## config.mk

```make
export PLATFORM = sky130hd
export DESIGN_NAME = fft_bfly_sched_flat
export DESIGN_NICKNAME = d
export VERILOG_FILES = /design/src/rtl/fft_bfly_sched_if.sv /design/src/rtl/fft_bfly_sched.sv /design/src/flat_wrapper.sv
export SDC_FILE = /design/constraint.sdc
export NUM_CORES = 1
export LEC_CHECK = 0
export CAP_MARGIN = 20
export CORE_MARGIN = 2
export CORE_UTILIZATION = 53
export CTS_CLUSTER_DIAMETER = 30
export DETAILED_ROUTE_END_ITERATION = 8
export HOLD_SLACK_MARGIN = 0.12
export PLACE_DENSITY = 0.87
export SETUP_SLACK_MARGIN = 0.1
export SYNTH_ARGS = -nofsm -noshare
export SYNTH_HDL_FRONTEND = slang
export SYNTH_SLANG_ARGS = --single-unit
```

## constraint.sdc

```tcl
create_clock -name clk -period 9.2 [get_ports clk]
set_input_delay 1.84 -clock clk [delete_from_list [all_inputs] [get_ports clk]]
set_output_delay 1.84 -clock clk [all_outputs]
set_load 0.01 [all_outputs]
```

## src/rtl/fft_bfly_sched_if.sv

```systemverilog
// Bus between the radix-2 FFT butterfly sequencer and its environment:
// start/mode from the FFT controller, read/write/twiddle strobes towards RAM, ROM and butterfly.
interface fft_bfly_sched_if #(
  parameter int LOG2N = 8
);
  localparam int SW = $clog2(LOG2N);

  logic             start;
  logic             fft_ifft;
  logic             cfg_fft_ifft;
  logic             rd_en;
  logic [LOG2N-1:0] rd_addr0;
  logic [LOG2N-1:0] rd_addr1;
  logic [LOG2N-2:0] tw_addr;
  logic             wr_en;
  logic [LOG2N-1:0] wr_addr0;
  logic [LOG2N-1:0] wr_addr1;
  logic [SW-1:0]    stage;
  logic             busy;
  logic             done;

  modport master (
    input  start, fft_ifft,
    output cfg_fft_ifft, rd_en, rd_addr0, rd_addr1, tw_addr,
           wr_en, wr_addr0, wr_addr1, stage, busy, done
  );

  modport slave (
    output start, fft_ifft,
    input  cfg_fft_ifft, rd_en, rd_addr0, rd_addr1, tw_addr,
           wr_en, wr_addr0, wr_addr1, stage, busy, done
  );
endinterface

```

## src/rtl/fft_bfly_sched.sv

```systemverilog
// In-place radix-2 DIT FFT/IFFT sequencer: one butterfly per cycle, LOG2N stages,
// write-back addresses are the read addresses delayed by the butterfly latency.
module fft_bfly_sched #(
  parameter int LOG2N  = 8,
  parameter int BF_LAT = 2
) (
  input logic               clk,
  input logic               rst_n,
  fft_bfly_sched_if.master  bus
);
  localparam int NB = LOG2N - 1;
  localparam int SW = $clog2(LOG2N);
  localparam int DW = (BF_LAT > 1) ? $clog2(BF_LAT) : 1;
  localparam logic [NB-1:0]    B_LAST = '1;
  localparam logic [SW-1:0]    S_LAST = SW'(LOG2N - 1);
  localparam logic [DW-1:0]    D_LAST = DW'(BF_LAT - 1);
  localparam logic [LOG2N-1:0] ONE    = LOG2N'(1);

  typedef enum logic [1:0] {S_IDLE, S_RUN, S_DRAIN, S_DONE} state_t;

  typedef struct packed {
    logic             en;
    logic [LOG2N-1:0] a0;
    logic [LOG2N-1:0] a1;
  } wr_slot_t;

  state_t           state_q, state_d;
  logic [SW-1:0]    stage_q, stage_d;
  logic [NB-1:0]    b_q, b_d;
  logic [DW-1:0]    dcnt_q, dcnt_d;
  logic             cfg_q, cfg_d;

  logic             rd_en_q, rd_en_d;
  logic [LOG2N-1:0] rd_addr0_q, rd_addr0_d, rd_addr1_q, rd_addr1_d;
  logic [LOG2N-2:0] tw_q, tw_d;
  logic [LOG2N-1:0] b_ext, half, idx, grp;
  logic             busy, done;

  wr_slot_t         rd_slot;
  wr_slot_t         dly_q [BF_LAT];

  // NOTE: sequential state uses non-blocking assignments only, so every register
  // samples the pre-edge values regardless of process ordering.
  always_ff @(posedge clk or negedge rst_n) begin
    if (!rst_n) begin
      state_q <= S_IDLE;
      stage_q <= '0;
      b_q     <= '0;
      dcnt_q  <= '0;
      cfg_q   <= 1'b0;
    end else begin
      state_q <= state_d;
      stage_q <= stage_d;
      b_q     <= b_d;
      dcnt_q  <= dcnt_d;
      cfg_q   <= cfg_d;
    end
  end

  // NOTE: every next-state variable gets a hold default first, so no path through
  // the case leaves one unassigned and no latch is inferred.
  always_comb begin
    state_d = state_q;
    stage_d = stage_q;
    b_d     = b_q;
    dcnt_d  = dcnt_q;
    cfg_d   = cfg_q;
    unique case (state_q)
      S_IDLE: if (bus.start) begin
        state_d = S_RUN;
        cfg_d   = bus.fft_ifft;
        stage_d = '0;
        b_d     = '0;
      end
      S_RUN: if (b_q == B_LAST) begin
        state_d = S_DRAIN;
        dcnt_d  = '0;
      end else begin
        b_d = b_q + NB'(1);
      end
      S_DRAIN: if (dcnt_q == D_LAST) begin
        if (stage_q == S_LAST) begin
          state_d = S_DONE;
        end else begin
          state_d = S_RUN;
          stage_d = stage_q + SW'(1);
          b_d     = '0;
        end
      end else begin
        dcnt_d = dcnt_q + DW'(1);
      end
      S_DONE:  state_d = S_IDLE;
      default: state_d = S_IDLE;
    endcase
  end

  // Addresses are formed from the next-cycle (stage, b) so they can be registered with rd_en.
  always_comb begin
    rd_en_d    = (state_d == S_RUN);
    b_ext      = {1'b0, b_d};
    half       = ONE << stage_d;
    idx        = b_ext & (half - ONE);
    grp        = b_ext >> stage_d;
    rd_addr0_d = (grp << (int'(stage_d) + 1)) | idx;
    rd_addr1_d = rd_addr0_d + half;
    tw_d       = (LOG2N-1)'(idx << (LOG2N - 1 - int'(stage_d)));
    busy       = (state_q != S_IDLE);
    done       = (state_q == S_DONE);
  end

  always_ff @(posedge clk or negedge rst_n) begin
    if (!rst_n) begin
      rd_en_q    <= 1'b0;
      rd_addr0_q <= '0;
      rd_addr1_q <= '0;
      tw_q       <= '0;
    end else begin
      rd_en_q <= rd_en_d;
      if (rd_en_d) begin
        rd_addr0_q <= rd_addr0_d;
        rd_addr1_q <= rd_addr1_d;
        tw_q       <= tw_d;
      end
    end
  end

  assign rd_slot = '{en: rd_en_q, a0: rd_addr0_q, a1: rd_addr1_q};

  // NOTE: unlike a data RAM this delay line is reset, because an aborted transform
  // must not emit a stale write strobe after rst_n falls.
  always_ff @(posedge clk or negedge rst_n) begin
    if (!rst_n) begin
      for (int i = 0; i < BF_LAT; i++) dly_q[i] <= '0;
    end else begin
      dly_q[0] <= rd_slot;
      for (int i = 1; i < BF_LAT; i++) dly_q[i] <= dly_q[i-1];
    end
  end

  assign bus.cfg_fft_ifft = cfg_q;
  assign bus.rd_en        = rd_en_q;
  assign bus.rd_addr0     = rd_addr0_q;
  assign bus.rd_addr1     = rd_addr1_q;
  assign bus.tw_addr      = tw_q;
  assign bus.wr_en        = dly_q[BF_LAT-1].en;
  assign bus.wr_addr0     = dly_q[BF_LAT-1].a0;
  assign bus.wr_addr1     = dly_q[BF_LAT-1].a1;
  assign bus.stage        = stage_q;
  assign bus.busy         = busy;
  assign bus.done         = done;
endmodule
```

## src/flat_wrapper.sv

```systemverilog
// flat-port wrapper written by rule: the top's interface ports become plain ports
module fft_bfly_sched_flat 
#(
  parameter int LOG2N  = 8,
  parameter int BF_LAT = 2
)
  (clk, rst_n, bus_start, bus_fft_ifft, bus_cfg_fft_ifft, bus_rd_en, bus_rd_addr0, bus_rd_addr1, bus_tw_addr, bus_wr_en, bus_wr_addr0, bus_wr_addr1, bus_stage, bus_busy, bus_done);
  fft_bfly_sched_if #(.LOG2N(LOG2N)) bus_i ();
  input logic clk;
  input logic rst_n;
  input wire logic [$bits(bus_i.start)-1:0] bus_start;
  input wire logic [$bits(bus_i.fft_ifft)-1:0] bus_fft_ifft;
  output wire logic [$bits(bus_i.cfg_fft_ifft)-1:0] bus_cfg_fft_ifft;
  output wire logic [$bits(bus_i.rd_en)-1:0] bus_rd_en;
  output wire logic [$bits(bus_i.rd_addr0)-1:0] bus_rd_addr0;
  output wire logic [$bits(bus_i.rd_addr1)-1:0] bus_rd_addr1;
  output wire logic [$bits(bus_i.tw_addr)-1:0] bus_tw_addr;
  output wire logic [$bits(bus_i.wr_en)-1:0] bus_wr_en;
  output wire logic [$bits(bus_i.wr_addr0)-1:0] bus_wr_addr0;
  output wire logic [$bits(bus_i.wr_addr1)-1:0] bus_wr_addr1;
  output wire logic [$bits(bus_i.stage)-1:0] bus_stage;
  output wire logic [$bits(bus_i.busy)-1:0] bus_busy;
  output wire logic [$bits(bus_i.done)-1:0] bus_done;
  assign bus_i.start = bus_start;
  assign bus_i.fft_ifft = bus_fft_ifft;
  assign bus_cfg_fft_ifft = bus_i.cfg_fft_ifft;
  assign bus_rd_en = bus_i.rd_en;
  assign bus_rd_addr0 = bus_i.rd_addr0;
  assign bus_rd_addr1 = bus_i.rd_addr1;
  assign bus_tw_addr = bus_i.tw_addr;
  assign bus_wr_en = bus_i.wr_en;
  assign bus_wr_addr0 = bus_i.wr_addr0;
  assign bus_wr_addr1 = bus_i.wr_addr1;
  assign bus_stage = bus_i.stage;
  assign bus_busy = bus_i.busy;
  assign bus_done = bus_i.done;
  fft_bfly_sched #(.LOG2N(LOG2N), .BF_LAT(BF_LAT)) u_core (.clk(clk), .rst_n(rst_n), .bus(bus_i));
endmodule
```

Word-level counts from Yosys, hierarchy flattened

Cells that the tools add are included.

Add/sub/neg operators: 7
Equality and inequality tests: 7
Shift operators: 4
Muxes and demuxes: 17
Bitwise operators: 2
Reductions and logical operators: 5

Operator list:

| cell                                                                   | number |
|---|---|
| 8-bit by 32-bit left shift with 7-bit output                           | 1 |
| 8-bit by 32-bit left shift with 8-bit output                           | 1 |
| 7-bit two-way mux                                                      | 4 |
| 7-bit case mux with 3 select lines                                     | 1 |
| 3-bit two-way mux                                                      | 3 |
| 8-bit adder                                                            | 1 |
| 7-bit by 8-bit AND with 8-bit output                                   | 1 |
| 2-bit two-way mux                                                      | 4 |
| 8-bit bitwise OR                                                       | 1 |
| 2-bit case mux with 4 select lines                                     | 1 |
| 1-bit by 3-bit left shift with 8-bit output (first input constant)     | 1 |
| 7-bit by 3-bit right shift with 8-bit output                           | 1 |
| 8-bit by 1-bit subtractor with 8-bit output (second input constant)    | 1 |
| 7-bit by 1-bit adder with 7-bit output (second input constant)         | 1 |
| 7-bit equality test (second input constant)                            | 1 |
| 3-bit case mux with 2 select lines                                     | 1 |
| 3-bit by 1-bit adder with 4-bit output (second input constant)         | 1 |
| 2-bit by 1-bit equality test with 1-bit output (second input constant) | 2 |
| 2-bit equality test (second input constant)                            | 2 |
| 2-bit AND reduction                                                    | 2 |
| 2-bit nonzero test                                                     | 2 |
| 3-bit by 3-bit subtractor with 4-bit output (first input constant)     | 1 |
| 3-bit by 1-bit adder with 3-bit output (second input constant)         | 1 |
| 3-bit equality test (second input constant)                            | 1 |
| other kinds (5)                                                        | 6 |

Register bits after elaboration: 72
Bits of input ports: 4
Logic and storage cells: 57

Depth between registers and ports, before layout

Gate-level depths: netlist of the first run.

Depth after elaboration: 9
Gate-level depth with buffers: 23
Depth with buffers taken out: 20

Worst setup path before layout of the first run

No wires, ideal clock.

Path type: input to register
Start point: input bus_start
End point: register u_core.rd_addr1_q[7] (netlist: u_core.bus.rd_addr1[7])
Setup time: 133 ps
Data arrival time: 5439 ps
Data required time: 9067 ps
Slack: 3628 ps
Stages: 21
Cells stage by stage: o21bai_1 -> nand2_1 -> nand3_1 -> inv_1 -> clkbuf_1 -> buf_1 -> ha_1 -> o21ai_0 -> ha_1 -> nand2b_1 -> or3b_2 -> a21oi_1 -> nor2_1 -> nand2_1 -> ha_1 -> nand2_1 -> o21ai_0 -> o41ai_1 -> xor2_1 -> and4_1 -> o31ai_1

Cells in the longest elaborated chain, start to end: 7
Elaborated cells between the ends (all ways): 15

Ends and longest elaborated chain:

| item                                        | RTL line              | source |
|---|---|---|
| start: declaration                          | flat_wrapper.sv:11    | `input wire logic [$bits(bus_i.start)-1:0] bus_start;` |
| 3-bit two-way mux                           | fft_bfly_sched.sv:69  | `S_IDLE: if (bus.start) begin` |
| 3-bit case mux with 2 select lines          | fft_bfly_sched.sv:68  | `unique case (state_q)` |
| 1-bit by 3-bit left shift with 8-bit output | fft_bfly_sched.sv:101 | `half = ONE << stage_d;` |
| 8-bit by 1-bit subtractor with 8-bit output | fft_bfly_sched.sv:102 | `idx = b_ext & (half - ONE);` |
| 7-bit by 8-bit AND with 8-bit output        | fft_bfly_sched.sv:102 |  |
| 8-bit bitwise OR (*)                        | fft_bfly_sched.sv:104 | `rd_addr0_d = (grp << (int'(stage_d) + 1)) \| idx;` |
| net u_core.rd_addr0_d[4]                    | fft_bfly_sched.sv:34  | `logic [LOG2N-1:0] rd_addr0_q, rd_addr0_d, rd_addr1_q, rd_addr1_d;` |
| 8-bit adder (*)                             | fft_bfly_sched.sv:105 | `rd_addr1_d = rd_addr0_d + half;` |
| end signal: assignment                      | fft_bfly_sched.sv:121 | `rd_addr1_q <= rd_addr1_d;` |
| end: declaration                            | fft_bfly_sched.sv:34  |  |

The timed path passes the listed nets; every way through them passes the cells marked *.
A chain may end at the register's enable or synchronous reset.

Worst setup path after layout of the first run

Same ends and word-level chain as after synthesis.

==> impl_metrics.ini, run 1 <==
[routing]
drc = 0
first_pass_iters = 5
wirelength_um = 9202
num_vias = 3064
first_iter_violations = 187
wire_per_inst_um = 17.87
viasPerCell = 5.950
ant_nets = 0

[cells_and_area]
num_antenna_cells = 0
final_nets = 435
seqCellArea_um2 = 1802
multi_input_area_um2 = 1728
final_cells = 515
post-route-util_pct = 65.16
fillerInstances = 563
drive_gt1_share_pct = 8.115
areaGrowthSynthToFinish_pct = 17.89

[floorplan]
start_util_pct = 55.27
die_area_um2 = 7816
die_h_um = 88.41
dieWidth_um = 88.41
fp-row-count = 30
io_pins = 51
core_area_um2 = 6832

[timing]
skew_ns = 0.01004
maxSlewViolCount = 0
setup_viol = 0
period_needed_ns = 6.884
fmax_ghz = 0.1453
fin_tns_setup_ns = 0
hold_viol = 0
worstMarginPinSlew_ns = 0.8954
rsz0062_at_grt = no
slew-limit-headroom_pct = 40.30
whs_ns = 0.3517
period_share_pct = 74.83

[synthesis]
synth-edff-count = 0
yosysWarnings = 0
synthTopCellsByCount = 72 x dfrtp_1, 37 x nand2_1, 26 x nor2_1
syn_nets = 402
yosysMostFrequentCell = dfrtp_1
yosysSeqAreaShare_pct = 47.71
async_flop_share_pct = 100.0
yosysTopAreaCell = dfrtp_1
synth_ff_type = dfrtp_1
synth-seq-cells = 72
synth.area.mux_share_pct = 2.651
synth.distinct_cells = 62
synthAdderAreaFrac_pct = 5.832
synth_top_family_by_area = compound AO/OA/AOI/OAI gates
synth_area_leaders = dfrtp_1 48%, ha_1 5.3%, nand2_1 3.7%, buf_4 3.2%, o21ai_0 2.8%
synthCells = 381
syn_avg_cell_area_um2 = 9.911
yosys.area_share.simple_pct = 16.00
synth_compound_area_share_pct = 19.42
synth_xor_area_share_pct = 1.856
synth_top_cell_area_share_pct = 47.71
syn-cell-area_um2 = 3776

[setup_path]
critPathMaxFanout = 23
path_class = in2reg
worst-endpoint-required_ns = 9.44
crit_path_end_kind = flop
cp.arrival_ns = 7.13
cp-start-kind = input pin

[global_route]
grt_use_total_pct = 25.28
gr-total-overflow = 0
grt_max_degree = 73
antenna_found_initial = 0
grt_pass1_vias = 2969
grt_pass1_wl_um = 14950

[placement]
portBuffers = 50
post-place-cells = 499
gp_congestion = 0.9692
hpwl_um = 6532

[power]
finalPower_mw = 0.6046
p_per_area_nw_per_um2 = 135.8
vdd_drop_max_mv = 0.07428
power_leakage_nw = 1.864

[outcome]
status = finished clean

[cts]
cts_sinks = 72
htree_levels = 3
cts_hold_buf = 0
clk_path_buf_depth = 2
cts-root-buf = clkbuf_8
post_cts_buffers = 0
ctsResizeCount = 0
cts_made_buffers = 9
clk_latency_ns = 0.35
clk_pin_slew_ns = 0.07
cts_tree = done

[hold_path]
hold_path_class = reg2reg

[flow_run]
max_cap_violations = 0
[power breakdown]
| group | leakage (nW) | switching [mW] | total [mW] | internal, mW |
|---|---|---|---|---|
| clock network | 0.103 | 0.127 | 0.281 | 0.154 |
| logic | 0.927 | 0.00630 | 0.00768 | 0.00138 |
| registers | 0.834 | 0 | 0.316 | 0.316 |
[cell type report]
class | instances | share of cell area, %
repair buffers | 54 | 11.80
multi-input cells | 262 | 38.81
flip-flops and latches | 72 | 40.47
inverters | 15 | 1.265
well taps | 96 | 2.698
clock inverters | 6 | 2.080
clock buffers | 10 | 2.867
[stage by stage]
step,instance area [um2],setup WS [ns]
finish,4452,2.316
CTS,4452,2.466
detailed placement,4232,2.115
global placement,4232,2.395
global route,4452,1.786
floorplan,3776,3.628
[logic make-up (layout without fill, tap and decap cells)]
group,after synthesis,after routing
compound gates,103,103
xor+xnor,8,8
fa+ha+maj,17,17
buf+inv,47,85
flops,72,72
mux,9,9
simple gates,125,125
[layer usage]
metal,up-vias,wire (um),track usage (%)
met5,-,0,0
met4,0,204,11.57
met3,18,561,5.597
met2,129,4397,39.37
met1,1492,4039,33.87
li1,1425,-,-
[sequential cells by signal (all words and copies together) (netlist names)]
signal	count
u_core.bus.wr_addr1	8
u_core.dcnt_q	1
u_core.bus.wr_addr0	8
u_core.bus.tw_addr	7
u_core.bus.wr_en	1
u_core.bus.rd_addr1	8
u_core.b_q	7
u_core.bus.rd_addr0	8
u_core.bus.rd_en	1
u_core.dly_q	17
u_core.state_q	2
u_core.bus.stage	3
u_core.bus.cfg_fft_ifft	1
[critical path, stage by stage]
cell             delay [ns]
clkdlybuf4s50_1        0.50
o21bai_1               0.24
nand2_1                0.08
nand3_1                0.45
inv_1                  0.51
ha_1                   0.43
o21ai_0                0.24
ha_1                   0.28
nand2b_1               0.11
or3b_2                 0.46
a21oi_1                0.33
nor2_1                 0.13
nand2_1                0.09
ha_1                   0.27
nand2_1                0.09
o21ai_0                0.13
o41ai_1                0.37
xor2_1                 0.22
a31oi_1                0.07
o31ai_1                0.28
[placed cells by master (no fill, tap or decap), types with 8 or more instances in the layout]
cell type         n
a21oi_1          14
clkdlybuf4s50_1  49
nor2_1           26
a21o_1           10
dfrtp_1          72
clkbuf_8          9
inv_1            12
nor3_1           13
o21ai_0          21
nand2_1          37
ha_1             16
nand2b_1          8
a31oi_1          10
nand3_1          13
[final timing paths]
kind                                     start                     end  slack, ns  depth (start not counted)
max in group asynchronous                rst_n  u_core.bus.wr_addr0[3]       6.91                          2
min                           u_core.dly_q[25]  u_core.bus.wr_addr0[0]       0.35                          0
max                                  bus_start  u_core.bus.rd_addr1[7]       2.32                         20
max reg2reg                u_core.bus.stage[0]  u_core.bus.rd_addr1[7]       3.28                         20
min reg2reg                   u_core.dly_q[25]  u_core.bus.wr_addr0[0]       0.35                          0
min in group asynchronous                rst_n     u_core.bus.stage[1]       1.65                          2
Power figures use the tool's default switching activity.
==> run 2: changes to the inputs <==
==> constraint.sdc (replaced) <==
create_clock -name clk -period 6.8 [get_ports clk]
set_input_delay 1.36 -clock clk [delete_from_list [all_inputs] [get_ports clk]]
set_output_delay 1.36 -clock clk [all_outputs]
set_load 0.01 [all_outputs]
==> impl_metrics.ini, run 2 (synthesis results as in run 1) <==
[outcome]
status = finished clean

[timing]
skew_ns = 0.01605
period_share_pct = 84.10
hold_viol = 0
fin_tns_setup_ns = 0
fmax_ghz = 0.1749
slew-limit-headroom_pct = 41.58
setup_ws_ns = 1.081
rsz0062_at_grt = no
maxSlewViolCount = 0
worstMarginPinSlew_ns = 0.8763
period_needed_ns = 5.719
setup_viol = 0

[cts]
clk_pin_slew_ns = 0.08
clk_path_buf_depth = 2
cts_made_buffers = 9
cts_sinks = 72
post_cts_buffers = 0
cts-root-buf = clkbuf_8
cts_tree = done
htree_levels = 3
ctsResizeCount = 0
cts_hold_buf = 0
clk_latency_ns = 0.34

[cells_and_area]
final_nets = 438
post-route-util_pct = 65.15
seqCellArea_um2 = 1802
multi_input_area_um2 = 1728
areaGrowthSynthToFinish_pct = 17.86
largest_reg_flops = 17
drive_gt1_share_pct = 8.768
fillerInstances = 548
top_register = u_core.dly_q
layout_commonest_cell = dfrtp_1
layout_common_cells = 72 x dfrtp_1, 49 x clkdlybuf4s50_1, 37 x nand2_1
num_antenna_cells = 0
design_area_um2 = 4451

[setup_path]
worst-endpoint-required_ns = 7.05
critPathMaxStageDelay_ns = 0.49
cp-start-kind = input pin
crit_path_end_kind = flop
crit_family = compound AO/OA/AOI/OAI gates
path_class = in2reg
cp.buffers_inverters = 2
crit_chain = clkdlybuf4s50_1, o21bai_1, a2bb2oi_1, nand2_1, clkinv_1, ha_1, o21ai_0, ha_1, nand2b_1, or3b_2, a21oi_1, nor2_1, nand2_1, ha_1, nand2_1, o21ai_0, o41ai_1, xor2_1, a31oi_1, o31ai_1
cp.arrival_ns = 5.97
critPathMaxFanout = 15
slowest_stage = clkdlybuf4s50_1

[routing]
drc = 0
first_iter_violations = 295
ant_nets = 0
num_vias = 3031
viasPerCell = 5.851
wirelength_um = 8760
wire_per_inst_um = 16.91
first_pass_iters = 7

[placement]
gp_congestion = 1.005
hpwl_um = 6495
post_dp_cell_area_um2 = 4254
portBuffers = 50
place_ws_ns = 0.7974

[floorplan]
io_pins = 51
start_util_pct = 55.27
die_h_um = 88.41
die_area_um2 = 7816
dieWidth_um = 88.41
core_area_um2 = 6832
fp-row-count = 30

[flow_run]
max_cap_violations = 0

[global_route]
antenna_found_initial = 0
grt_pass1_wl_um = 14220
gr-total-overflow = 0
grt_pass1_vias = 2829
grt_use_total_pct = 24.04
grt_max_degree = 73

[power]
power_leakage_nw = 1.871
p_per_area_nw_per_um2 = 173.0
vdd_drop_max_mv = 0.07532

[hold_path]
hold_path_class = reg2reg
-- run 2: changes by cell type in the layout (fill, tap and decap cells not counted), sizes merged --
cell | previous run | this run
clkinv | 2 | 4
clkinvlp | 2 | 1
buf | 5 | 8
bufinv | 2 | 1
-- run 2: where the power goes --
part           switching [mW]  leakage (nW)  internal [mW]
clock                   0.160        0.0968          0.171
sequential                  0         0.834          0.428
combinational         0.00841         0.941        0.00187
total                   0.169          1.87          0.601
-- run 2: path summary, 6_finish.rpt --
check | start | endpoint | slack [ns] | cells after the start
max in group asynchronous | rst_n | u_core.bus.rd_addr0[5] | 5.02 | 2
worst max-delay path | bus_start | u_core.bus.rd_addr1[7] | 1.08 | 20
worst min register to register | u_core.dly_q[24] | u_core.bus.wr_addr1[7] | 0.35 | 0
worst min-delay path | u_core.dly_q[24] | u_core.bus.wr_addr1[7] | 0.35 | 0
worst max register to register | u_core.bus.stage[0] | u_core.bus.rd_addr1[7] | 1.80 | 20
min in group asynchronous | rst_n | u_core.b_q[2] | 1.19 | 2
-- run 2: through the flow --
stage / cells / hold WS, ns / total power, mW
4_1_cts: 518 / 0.3508 / 0.7756
6_report: 518 / 0.3497 / 0.7699
3_3_place_gp: 502 / 0.3310 / 0.4471
3_5_place_dp: 502 / 0.3355 / 0.4474
2_1_floorplan: 381 / 0.3312 / 0.4369
5_1_grt: 518 / 0.3543 / 0.7948
-- run 2: layout make-up --
| cell class | instances | share of cell area [%] |
|---|---|---|
| flip-flops and latches | 72 | 40.48 |
| multi-input cells | 262 | 38.82 |
| repair buffers | 57 | 12.31 |
| clock buffers | 10 | 2.868 |
| well taps | 96 | 2.699 |
| clock inverters | 6 | 1.546 |
| inverters | 15 | 1.265 |
-- run 2: worst reg2reg max path, stage by stage, from the launching register on --
cell and delay (ns):
dfrtp_1 0.43, ha_1 0.23, a21bo_1 0.27, a2bb2oi_1 0.18
nand2_1 0.09, clkinv_1 0.37, ha_1 0.43, o21ai_0 0.24
ha_1 0.29, nand2b_1 0.11, or3b_2 0.45, a21oi_1 0.34
nor2_1 0.12, nand2_1 0.09, ha_1 0.26, nand2_1 0.08
o21ai_0 0.11, o41ai_1 0.32, xor2_1 0.20, a31oi_1 0.06
o31ai_1 0.25
-- run 2: metal layers --
layer / share of wire [%] / wire [um] / GRT usage [%] / up-vias
met5: 0 / 0 / 0 / -
met4: 1.5 / 135 / 7.576 / 0
met3: 5.8 / 507 / 4.664 / 10
met2: 48 / 4176 / 37.66 / 125
met1: 45 / 3941 / 33.95 / 1465
li1: - / - / - / 1431
==> run 3: changes to the inputs <==
==> constraint.sdc (replaced) <==
create_clock -name clk -period 5.35 [get_ports clk]
set_input_delay 1.07 -clock clk [delete_from_list [all_inputs] [get_ports clk]]
set_output_delay 1.07 -clock clk [all_outputs]
set_load 0.01 [all_outputs]
==> impl_metrics.ini, run 3 (synthesis results as in run 1) <==
[setup_path]
cp.arrival_ns = 5.12
crit_path_end_kind = flop
critPathMaxFanout = 7
worst_r2r_endpoint = u_core.bus.rd_addr1[7]
path_class = in2reg
worst-endpoint-required_ns = 5.60
r2r_cells = 20
r2r_slack_ns = 0.71
r2r-start = u_core.bus.stage[0]
cp-start-kind = input pin

[outcome]
status = finished clean

[cts]
cts_made_buffers = 9
cts_hold_buf = 0
cts-root-buf = clkbuf_8
post_cts_buffers = 0
clk_pin_slew_ns = 0.08
htree_levels = 3
clk_latency_ns = 0.35
cts_sinks = 72
ctsResizeCount = 0
clk_path_buf_depth = 2
cts_tree = done

[power]
p_per_area_nw_per_um2 = 214.6
vdd_drop_max_mv = 0.1454
power_leakage_nw = 1.960

[global_route]
gr-total-overflow = 0
grt_max_degree = 45
antenna_found_initial = 0
grt_use_total_pct = 25.25
grt_pass1_vias = 2952
grt_pass1_wl_um = 14840

[hold_path]
hold_path_class = reg2reg
holdPathEnd = u_core.bus.wr_addr0[1]
hp-start = u_core.dly_q[26]
min_path_cells = 0

[placement]
hpwl_um = 7086
gp_congestion = 0.9308
portBuffers = 50

[timing]
whs_ns = 0.3493
period_share_pct = 90.99
hold_viol = 0
fmax_ghz = 0.2054
fin_tns_setup_ns = 0
maxSlewViolCount = 0
worstMarginPinSlew_ns = 0.8091
period_needed_ns = 4.868
skew_ns = 0.01098
rsz0062_at_grt = no
setup_viol = 0
slew-limit-headroom_pct = 45.65

[cells_and_area]
layout_commonest_cell = dfrtp_1
layout_common_cells = 72 x dfrtp_1, 49 x clkdlybuf4s50_1, 37 x nand2_1
drive_gt1_share_pct = 12.50
seqCellArea_um2 = 1802
final_nets = 456
areaGrowthSynthToFinish_pct = 21.44
multi_input_area_um2 = 1728
top_register = u_core.dly_q
fillerInstances = 553
post-route-util_pct = 67.12
largest_reg_flops = 17
num_antenna_cells = 0

[routing]
viasPerCell = 5.847
ant_nets = 0
first_pass_iters = 5
wire_per_inst_um = 17.47
drc = 0
first_iter_violations = 233
wirelength_um = 9365
num_vias = 3134

[floorplan]
die_h_um = 88.41
die_area_um2 = 7816
io_pins = 51
fp-row-count = 30
dieWidth_um = 88.41
start_util_pct = 55.27
core_area_um2 = 6832

[flow_run]
max_cap_violations = 0
[run 3: critical path, stage by stage]
cell	delay, ns
clkdlybuf4s50_1	0.55
o21bai_1	0.12
a2bb2oi_1	0.16
nand2_1	0.09
buf_4	0.17
ha_1	0.23
ha_1	0.39
nand2b_1	0.23
o31ai_1	0.44
ha_1	0.32
a21o_1	0.15
a21oi_1	0.18
o21ai_0	0.14
o41ai_1	0.35
xor2_1	0.21
a31oi_1	0.07
o31ai_1	0.24
[run 3: per-layer routing]
metal,up-vias,track usage (%),wire length [um]
met5,-,0,0
met1,1501,33.15,4018
met4,0,10.61,278
met3,23,4.011,551
met2,140,41.70,4517
li1,1470,-,-
[run 3: how the worst max path moves through the flow]
stage	end	slack, ns	from
2_1_floorplan	u_core.bus.rd_addr1[7]	0.55	bus_start
3_3_place_gp	u_core.bus.rd_addr1[7]	0.26	bus_start
3_5_place_dp	u_core.bus.rd_addr1[7]	0.20	bus_start
4_1_cts	u_core.bus.rd_addr1[7]	0.55	bus_start
5_1_grt	u_core.bus.rd_addr1[7]	0.11	bus_start
6_report	u_core.bus.rd_addr1[7]	0.48	bus_start
[run 3: layout make-up]
cell class                      instances  share of cell area [%]
Timing Repair Buffer                   75                   14.90
Inverter                               15                   1.228
Clock inverter                          6                   1.501
Multi-Input combinational cell        262                   37.68
Clock buffer                           10                   2.783
Tap cell                               96                   2.619
Sequential cell                        72                   39.29
[run 3: through the flow]
stage	setup slack (ns)	power (mW)	area [um2]	cells
final	0.4823	0.9839	4586	536
after global routing	0.1057	1.017	4586	536
after CTS	0.5464	0.9921	4586	536
after detailed placement	0.1965	0.5687	4389	520
after global placement	0.2619	0.5681	4389	520
after floorplan	0.5481	0.5553	3776	381
[run 3: power breakdown]
group	total [mW]	internal, mW	leakage [nW]	switching, mW
registers	0.544	0.544	0.834	0
logic	0.0134	0.00239	1.03	0.0110
clock network	0.427	0.218	0.0968	0.209
total	0.984	0.764	1.96	0.220
